`src/rtl/spi_xfer_arb.sv`:
```
// rtl/spi_xfer_arb.sv - two-requester round-robin arbiter and byte sequencer for the SPI byte engine
// Grants the engine, sequences load/unload around spi_ssn, returns the byte and acks, with watchdog abort.
module spi_xfer_arb #(
  parameter int START_MAX = 3,
  parameter int SHIFT_MAX = 15
) (
  input  logic       clock_in,
  input  logic       reset,
  input  logic       req_a,
  input  logic       req_b,
  input  logic       lock_a,
  input  logic       lock_b,
  input  logic [7:0] wdata_a,
  input  logic [7:0] wdata_b,
  output logic [7:0] rdata_a,
  output logic [7:0] rdata_b,
  output logic       ack_a,
  output logic       ack_b,
  output logic       err_a,
  output logic       err_b,
  output logic [1:0] cs_n,
  output logic       busy,
  output logic       spi_load,
  output logic       spi_unload,
  output logic [7:0] spi_datain,
  input  logic [7:0] spi_dataout,
  input  logic       spi_ssn
);

  typedef enum logic [2:0] {
    S_IDLE, S_LOAD, S_START, S_SHIFT, S_UNLOAD, S_DONE, S_ABORT
  } state_t;

  localparam logic [4:0] START_LIM = 5'(START_MAX);
  localparam logic [4:0] SHIFT_LIM = 5'(SHIFT_MAX);

  state_t     state_q, state_d;
  logic       owner_q, owner_d;
  logic       ptr_q, ptr_d;
  logic       locked_q, locked_d;
  logic [4:0] wdog_q, wdog_d;
  logic [1:0] cs_n_q, cs_n_d;
  logic [7:0] datain_q, datain_d;
  logic [7:0] rdata_a_q, rdata_a_d;
  logic [7:0] rdata_b_q, rdata_b_d;

  logic       grant;
  logic       winner;
  logic [4:0] wdog_inc;

  // Saturating so a very long stall can never wrap back under the limit.
  assign wdog_inc = (wdog_q == 5'd31) ? wdog_q : wdog_q + 5'd1;

  always_comb begin
    grant  = 1'b0;
    winner = 1'b0;
    if (locked_q) begin
      grant  = owner_q ? req_b : req_a;
      winner = owner_q;
    end else if (req_a && req_b) begin
      grant  = 1'b1;
      winner = ptr_q;
    end else if (req_a || req_b) begin
      grant  = 1'b1;
      winner = req_b;
    end
  end

  always_comb begin
    state_d   = state_q;
    owner_d   = owner_q;
    ptr_d     = ptr_q;
    locked_d  = locked_q;
    wdog_d    = wdog_q;
    cs_n_d    = cs_n_q;
    datain_d  = datain_q;
    rdata_a_d = rdata_a_q;
    rdata_b_d = rdata_b_q;
    case (state_q)
      S_IDLE: begin
        if (grant) begin
          datain_d = winner ? wdata_b : wdata_a;
          owner_d  = winner;
          cs_n_d   = winner ? 2'b01 : 2'b10;
          state_d  = S_LOAD;
        end
      end
      S_LOAD: begin
        wdog_d  = 5'd0;
        state_d = S_START;
      end
      S_START: begin
        if (!spi_ssn) begin
          wdog_d  = 5'd0;
          state_d = S_SHIFT;
        end else begin
          wdog_d = wdog_inc;
          if (wdog_inc >= START_LIM) state_d = S_ABORT;
        end
      end
      S_SHIFT: begin
        if (spi_ssn) begin
          state_d = S_UNLOAD;
        end else begin
          wdog_d = wdog_inc;
          if (wdog_inc >= SHIFT_LIM) state_d = S_ABORT;
        end
      end
      S_UNLOAD: begin
        if (owner_q) rdata_b_d = spi_dataout;
        else         rdata_a_d = spi_dataout;
        state_d = S_DONE;
      end
      S_DONE: begin
        if (owner_q ? lock_b : lock_a) begin
          locked_d = 1'b1;
        end else begin
          locked_d = 1'b0;
          cs_n_d   = 2'b11;
          ptr_d    = ~owner_q;
        end
        state_d = S_IDLE;
      end
      S_ABORT: begin
        locked_d = 1'b0;
        cs_n_d   = 2'b11;
        ptr_d    = ~owner_q;
        state_d  = S_IDLE;
      end
      default: state_d = S_IDLE;
    endcase
  end

  always_ff @(posedge clock_in or posedge reset) begin
    if (reset) begin
      state_q   <= S_IDLE;
      owner_q   <= 1'b0;
      ptr_q     <= 1'b0;
      locked_q  <= 1'b0;
      wdog_q    <= 5'd0;
      cs_n_q    <= 2'b11;
      datain_q  <= 8'h00;
      rdata_a_q <= 8'h00;
      rdata_b_q <= 8'h00;
    end else begin
      state_q   <= state_d;
      owner_q   <= owner_d;
      ptr_q     <= ptr_d;
      locked_q  <= locked_d;
      wdog_q    <= wdog_d;
      cs_n_q    <= cs_n_d;
      datain_q  <= datain_d;
      rdata_a_q <= rdata_a_d;
      rdata_b_q <= rdata_b_d;
    end
  end

  // Strobes decode straight from state so an async reset clears them immediately.
  assign busy       = (state_q != S_IDLE);
  assign spi_load   = (state_q == S_LOAD);
  assign spi_unload = (state_q == S_UNLOAD);
  assign ack_a      = (state_q == S_DONE)  && !owner_q;
  assign ack_b      = (state_q == S_DONE)  &&  owner_q;
  assign err_a      = (state_q == S_ABORT) && !owner_q;
  assign err_b      = (state_q == S_ABORT) &&  owner_q;
  assign cs_n       = cs_n_q;
  assign spi_datain = datain_q;
  assign rdata_a    = rdata_a_q;
  assign rdata_b    = rdata_b_q;

endmodule
```
`config.mk`:
```
export PLATFORM = sky130hd
export DESIGN_NAME = spi_xfer_arb
export DESIGN_NICKNAME = d
export VERILOG_FILES = /design/src/rtl/spi_xfer_arb.sv
export SDC_FILE = /design/constraint.sdc
export NUM_CORES = 1
export LEC_CHECK = 0
export BUFFER_PORTS_ARGS = -buffer_cell sky130_fd_sc_hd__buf_2
export CELL_PAD_IN_SITES_DETAIL_PLACEMENT = 0
export CELL_PAD_IN_SITES_GLOBAL_PLACEMENT = 1
export CORE_MARGIN = 1.5
export CORE_UTILIZATION = 33
export CTS_BUF_LIST = sky130_fd_sc_hd__clkbuf_8
export DETAILED_ROUTE_END_ITERATION = 7
export HOLD_SLACK_MARGIN = 0.08
export PLACE_DENSITY = 0.7
export SLEW_MARGIN = 25
export SYNTH_ARGS = -nofsm -noshare
export SYNTH_HDL_FRONTEND = slang
export SYNTH_SLANG_ARGS = --single-unit
```
`constraint.sdc`:
```
create_clock -name clock_in -period 1.9 [get_ports clock_in]
set_input_delay 0.19 -clock clock_in [delete_from_list [all_inputs] [get_ports clock_in]]
set_output_delay 0.19 -clock clock_in [all_outputs]
set_load 0.05 [all_outputs]
```
# Yosys cells after proc, flatten, opt, wreduce, memory -nomap -nowiden
# Index checks and enable logic that the tools add are counted.
# totals
in_bits,31
register_bits,37
output_inout_bits,33
word_cells,71
# op_classes
n_lt_le_gt_ge,2
n_reduce_logical,19
n_eq_ne,12
bitwise,1
add_sub_neg,1
n_mux,27
# op_table
cell,n
3-bit two-way mux,5
5-bit two-way mux,3
3-bit case mux with 5 select lines,1
5-bit case mux with 3 select lines,1
1-bit two-way mux,10
2-bit AND reduction,5
"3-bit equality test, second input constant",3
3-bit nonzero test,3
8-bit two-way mux,1
"3-bit by 2-bit equality test with 1-bit output, second input constant",2
2-bit two-way mux,3
"2-bit inequality test, second input constant",3
"3-bit inequality test, second input constant",2
2-bit case mux with 3 select lines,1
3-bit AND reduction,2
"5-bit by 1-bit adder with 5-bit output, second input constant",1
"5-bit equality test, second input constant",1
"5-bit by 2-bit greater-or-equal comparator with 1-bit output, second input constant",1
"5-bit by 4-bit greater-or-equal comparator with 1-bit output, second input constant",1
1-bit logical AND,5
1-bit case mux with 2 select lines,2
"3-bit by 1-bit equality test with 1-bit output, second input constant",1
3-bit logical NOT,1
2-bit nonzero test,1
3 further kinds,3

# Logic depth before layout (Yosys ltp)
# logic_depth
word_depth,7
ltp_mapped,6
mapped_depth_nobuf,5

# Worst setup path before layout
# OpenSTA, ideal clock, no wires.
# synth_path
path_kind,reg-to-output
from,reg state_q[1]
to,out spi_load
required_time_ps,1710
path_buffers,1
arrival_time_ps,1628
path_stages_with_launch,3
path_slack_ps,82
cell_sequence,dfrtp_1 > buf_2 > nor3_1
# synth_via
elab_chain_cells,1
# synth_lines
item,line_no,rtl
start: declaration,37,"state_t state_q, state_d;"
start signal: assignment,146,state_q <= state_d;
3-bit by 1-bit equality test with 1-bit output,160,assign spi_load = (state_q == S_LOAD);
end: declaration,23,"output logic spi_load,"
# No other way between the ends.

# Worst setup path in the final report
# layout_path
from,reg state_q[0]
to,reg rdata_a_q[4] (netlist: rdata_a[4])
# layout_via
elab_chain_cells,2
# layout_lines
item,line_no,rtl
3-bit equality test,79,case (state_q)
2-bit AND reduction (no line),--,
end signal: assignment,153,rdata_a_q <= rdata_a_d;
end: declaration,44,"logic [7:0] rdata_a_q, rdata_a_d;"
# No other way between the ends.
# A chain may end at the register's enable or synchronous reset.

==> key figures <==
Run status
  • Run status: finished clean

Clock tree
  • Clock buffer depth: 2
  • Root buf cell: clkbuf_8
  • CTS Sinks: 37
  • Later-pin clock latency in the skew report: 290 ps
  • TritonCTS clock tree: built
  • Clk slew on worst S/H paths: 80 ps
  • Resized cells post-CTS: 0
  • Post-cts hold buffer count: 1
  • CTS buffer count: 5
  • Setup Fix Bufs, Post-CTS: 0
  • H-tree lvl count: 2

Logic synthesis
  • Synth Cell Area: 1840 µm²
  • Synth warn: 0
  • Syn_area_per_cell: 10.7 µm²
  • Synthesized Nets: 204
  • Unique masters post-synth: 43
  • Synthesized instance count: 172
  • Sequential element share of the synthesized area: 0.505
  • Flops & latches, synth: 37

Route
  • Vias/cell: 4.66
  • DRC: 0
  • Wire length per cell: 12.1 µm
  • Iter 0 DRT Violations: 25
  • Antenna Nets Post-Route: 0
  • DR pass1 iterations: 4
  • WL final: 3740 µm
  • Via count: 1436

Floorplan
  • Top Ports: 64
  • Rows: 26
  • Core box area: 5240 µm²
  • Die Area: 6020 µm²
  • Horiz. Die Dim: 77.6 µm
  • Initial Util: 0.351
  • Die Ht: 77.6 µm

GRT
  • Largest net degree at the start of global routing: 38
  • Number of global-route vias before repair: 1334
  • Grt ovf: 0
  • Initial antenna violation count: 0
  • First-pass GRT wire length: 6250 µm
  • Total GRT Usage: 0.130

Setup path
  • Crit path max-delay family: simple AND/OR/NAND/NOR gates
  • Worst R2R End: rdata_a[4]
  • WP data arrival: 1870 ps
  • Crit-path slowest cell: dfrtp_1
  • Crit path largest cell delay: 510 ps
  • Reg2Reg Launch Point: state_q[0]
  • R2R depth: 3
  • Worst Setup Start Kind: flip-flop
  • Critical Path Sink: rdata_a[4]
  • Worst-path maximum fanout: 11
  • CP endpoint kind: flip-flop
  • Crit Path Class: reg -> reg
  • CP required: 2070 ps
  • Worst setup startpoint: state_q[0]
  • Critical path buffers and inverters: 0
  • Cell Chain, Critical Path: nor2_1 -> and3_1 -> mux2_2
  • FF-to-FF setup slack: 200 ps
  • Number of cells on the critical path: 3

Run
  • MaxCap Viol Count: 0

Placement
  • # placed instances: 299
  • Dpl ws: 206 ps
  • Routability congestion estimate: 0.727
  • Port bufs: 63
  • DP HPWL: 2770 µm

Layout
  • Diodes inserted: 0
  • Share of post-route cells with drive strength above 1: 0.416
  • Area growth from synthesis to layout: 27.2%
  • Final Instance Count excl. Fillers: 308
  • FILL cells: 517
  • Nets: 269

Power
  • Peak VDD IR: 0.726 mV
  • P_leak: 1.16 nW
  • Total Power: 4.53 mW
  • PD cells: 1940 nW/µm²

STA
  • Setup_tns: 0 ps
  • Actual slew at the worst max-slew pin: 469 ps
  • Slew Limit Fails: 0
  • Final hold violation count: 0
  • Setup violators final: 0
  • Min cycle time layout: 1700 ps
  • Maximum clock frequency: 587 MHz
  • Final period utilization: 0.897
  • Clock skew: 7.55 ps
  • Slew headroom: 0.687
  • RSZ-0062 raised after global routing: no
  • Final setup margin: 196 ps

Worst hold path
  • Worst min path class: in -> reg
==> per-stage QoR <==
step,area (µm²),hold slack [ps],utilization
2_1_floorplan,1840,342,-
3_3_place_gp,2210,329,0.421
3_5_place_dp,2210,329,0.421
4_1_cts,2340,132,0.446
5_1_grt,2340,137,0.446
6_report,2340,147,0.446
==> synth_stat cells, drive strengths merged <==
library cell,number,area share
or3,1,0.0034
xnor2,1,0.0048
and2,3,0.010
nand4,1,0.0034
o21a,1,0.0041
mux2,16,0.098
a31oi,2,0.0068
nand3,1,0.0027
o22ai,1,0.0034
mux2i,10,0.054
and4b,1,0.0054
o211ai,1,0.0068
o32a,1,0.0054
buf,10,0.035
nor2b,2,0.0068
nand2b,1,0.0034
and3,3,0.010
or3b,1,0.0061
dfrtp,35,0.48
nand3b,5,0.020
a21boi,2,0.0082
a31o,1,0.0048
o21ai,14,0.038
a21o,1,0.0041
clkbuf,1,0.0027
a41oi,1,0.0048
nor3b,3,0.015
dfstp,2,0.029
nand2,16,0.033
ha,1,0.0068
maj3,1,0.0054
xor2,1,0.0048
nor2,11,0.022
a21oi,8,0.024
nor3,3,0.0082
inv,8,0.016
a22o,1,0.0048
==> sequential cells by signal, summed over array words and instances (netlist names) <==
register	flops
owner_q	1
wdog_q	5
rdata_a	8
cs_n	2
rdata_b	8
ptr_q	1
state_q	3
spi_datain	8
locked_q	1
==> worst min path at each step <==
stage                    from             to  depth (start not counted)
2_1_floorplan  spi_dataout[0]     rdata_a[0]                          1
6_report       spi_dataout[3]     rdata_b[3]                          2
3_3_place_gp            reset  spi_datain[6]                          3
5_1_grt        spi_dataout[3]     rdata_b[3]                          2
4_1_cts        spi_dataout[3]     rdata_b[3]                          2
3_5_place_dp            reset  spi_datain[5]                          3
==> per-layer routing <==
metal | part of all wire | track usage | vias up
li1 | - | - | 731
met3 | 0.055 | 0.0329 | 4
met2 | 0.44 | 0.187 | 38
met5 | 0 | 0 | -
met1 | 0.49 | 0.185 | 663
met4 | 0.0099 | 0.0545 | 0
==> power by group <==
part	internal, mW	switching [mW]
logic	0.732	1.72
clock network	0.427	0.286
registers	1.14	0.229
==> layout make-up <==
class / instances / area (µm²) / area share
well taps: 70 / 87.6 / 0.0375
clock inverters: 2 / 37.5 / 0.0161
multi-input cells: 116 / 808 / 0.346
repair buffers: 69 / 363 / 0.155
flip-flops and latches: 37 / 928 / 0.397
inverters: 8 / 30.0 / 0.0128
clock buffers: 6 / 82.6 / 0.0353
==> cells by family after synthesis <==
| kind of cell | Yosys count | synth area share |
|---|---|---|
| flip-flops | 37 | 0.505 |
| multiplexers | 26 | 0.153 |
| buffers and inverters | 19 | 0.0545 |
| adder cells (fa/ha/maj) | 2 | 0.0123 |
| AO/OA/AOI/OAI | 34 | 0.115 |
| AND/OR/NAND/NOR | 52 | 0.151 |
| XOR/XNOR | 2 | 0.00954 |
==> worst reg2reg max path, stage by stage, from the launching register on <==
cell	delay [ps]
dfrtp_1	510
nor2_1	220
and3_1	460
mux2_2	390
==> placed cells by master (no fill, tap or decap), types with 2 or more instances in the layout <==
cell type / Yosys / final
mux2_2: 16 / 16
inv_1: 8 / 8
nor2b_1: 2 / 2
buf_2: 7 / 63
o21ai_0: 13 / 13
nor3_1: 3 / 3
buf_4: 1 / 5
nor2_1: 11 / 11
and3_1: 3 / 3
a31oi_1: 2 / 2
nand3b_1: 5 / 5
mux2i_1: 10 / 10
dfstp_2: 2 / 2
nor3b_1: 2 / 2
clkbuf_8: 0 / 6
dfrtp_1: 35 / 35
nand2_1: 16 / 16
and2_1: 3 / 3
a21oi_1: 7 / 7
No activity file was read; power rests on OpenSTA's default activity.
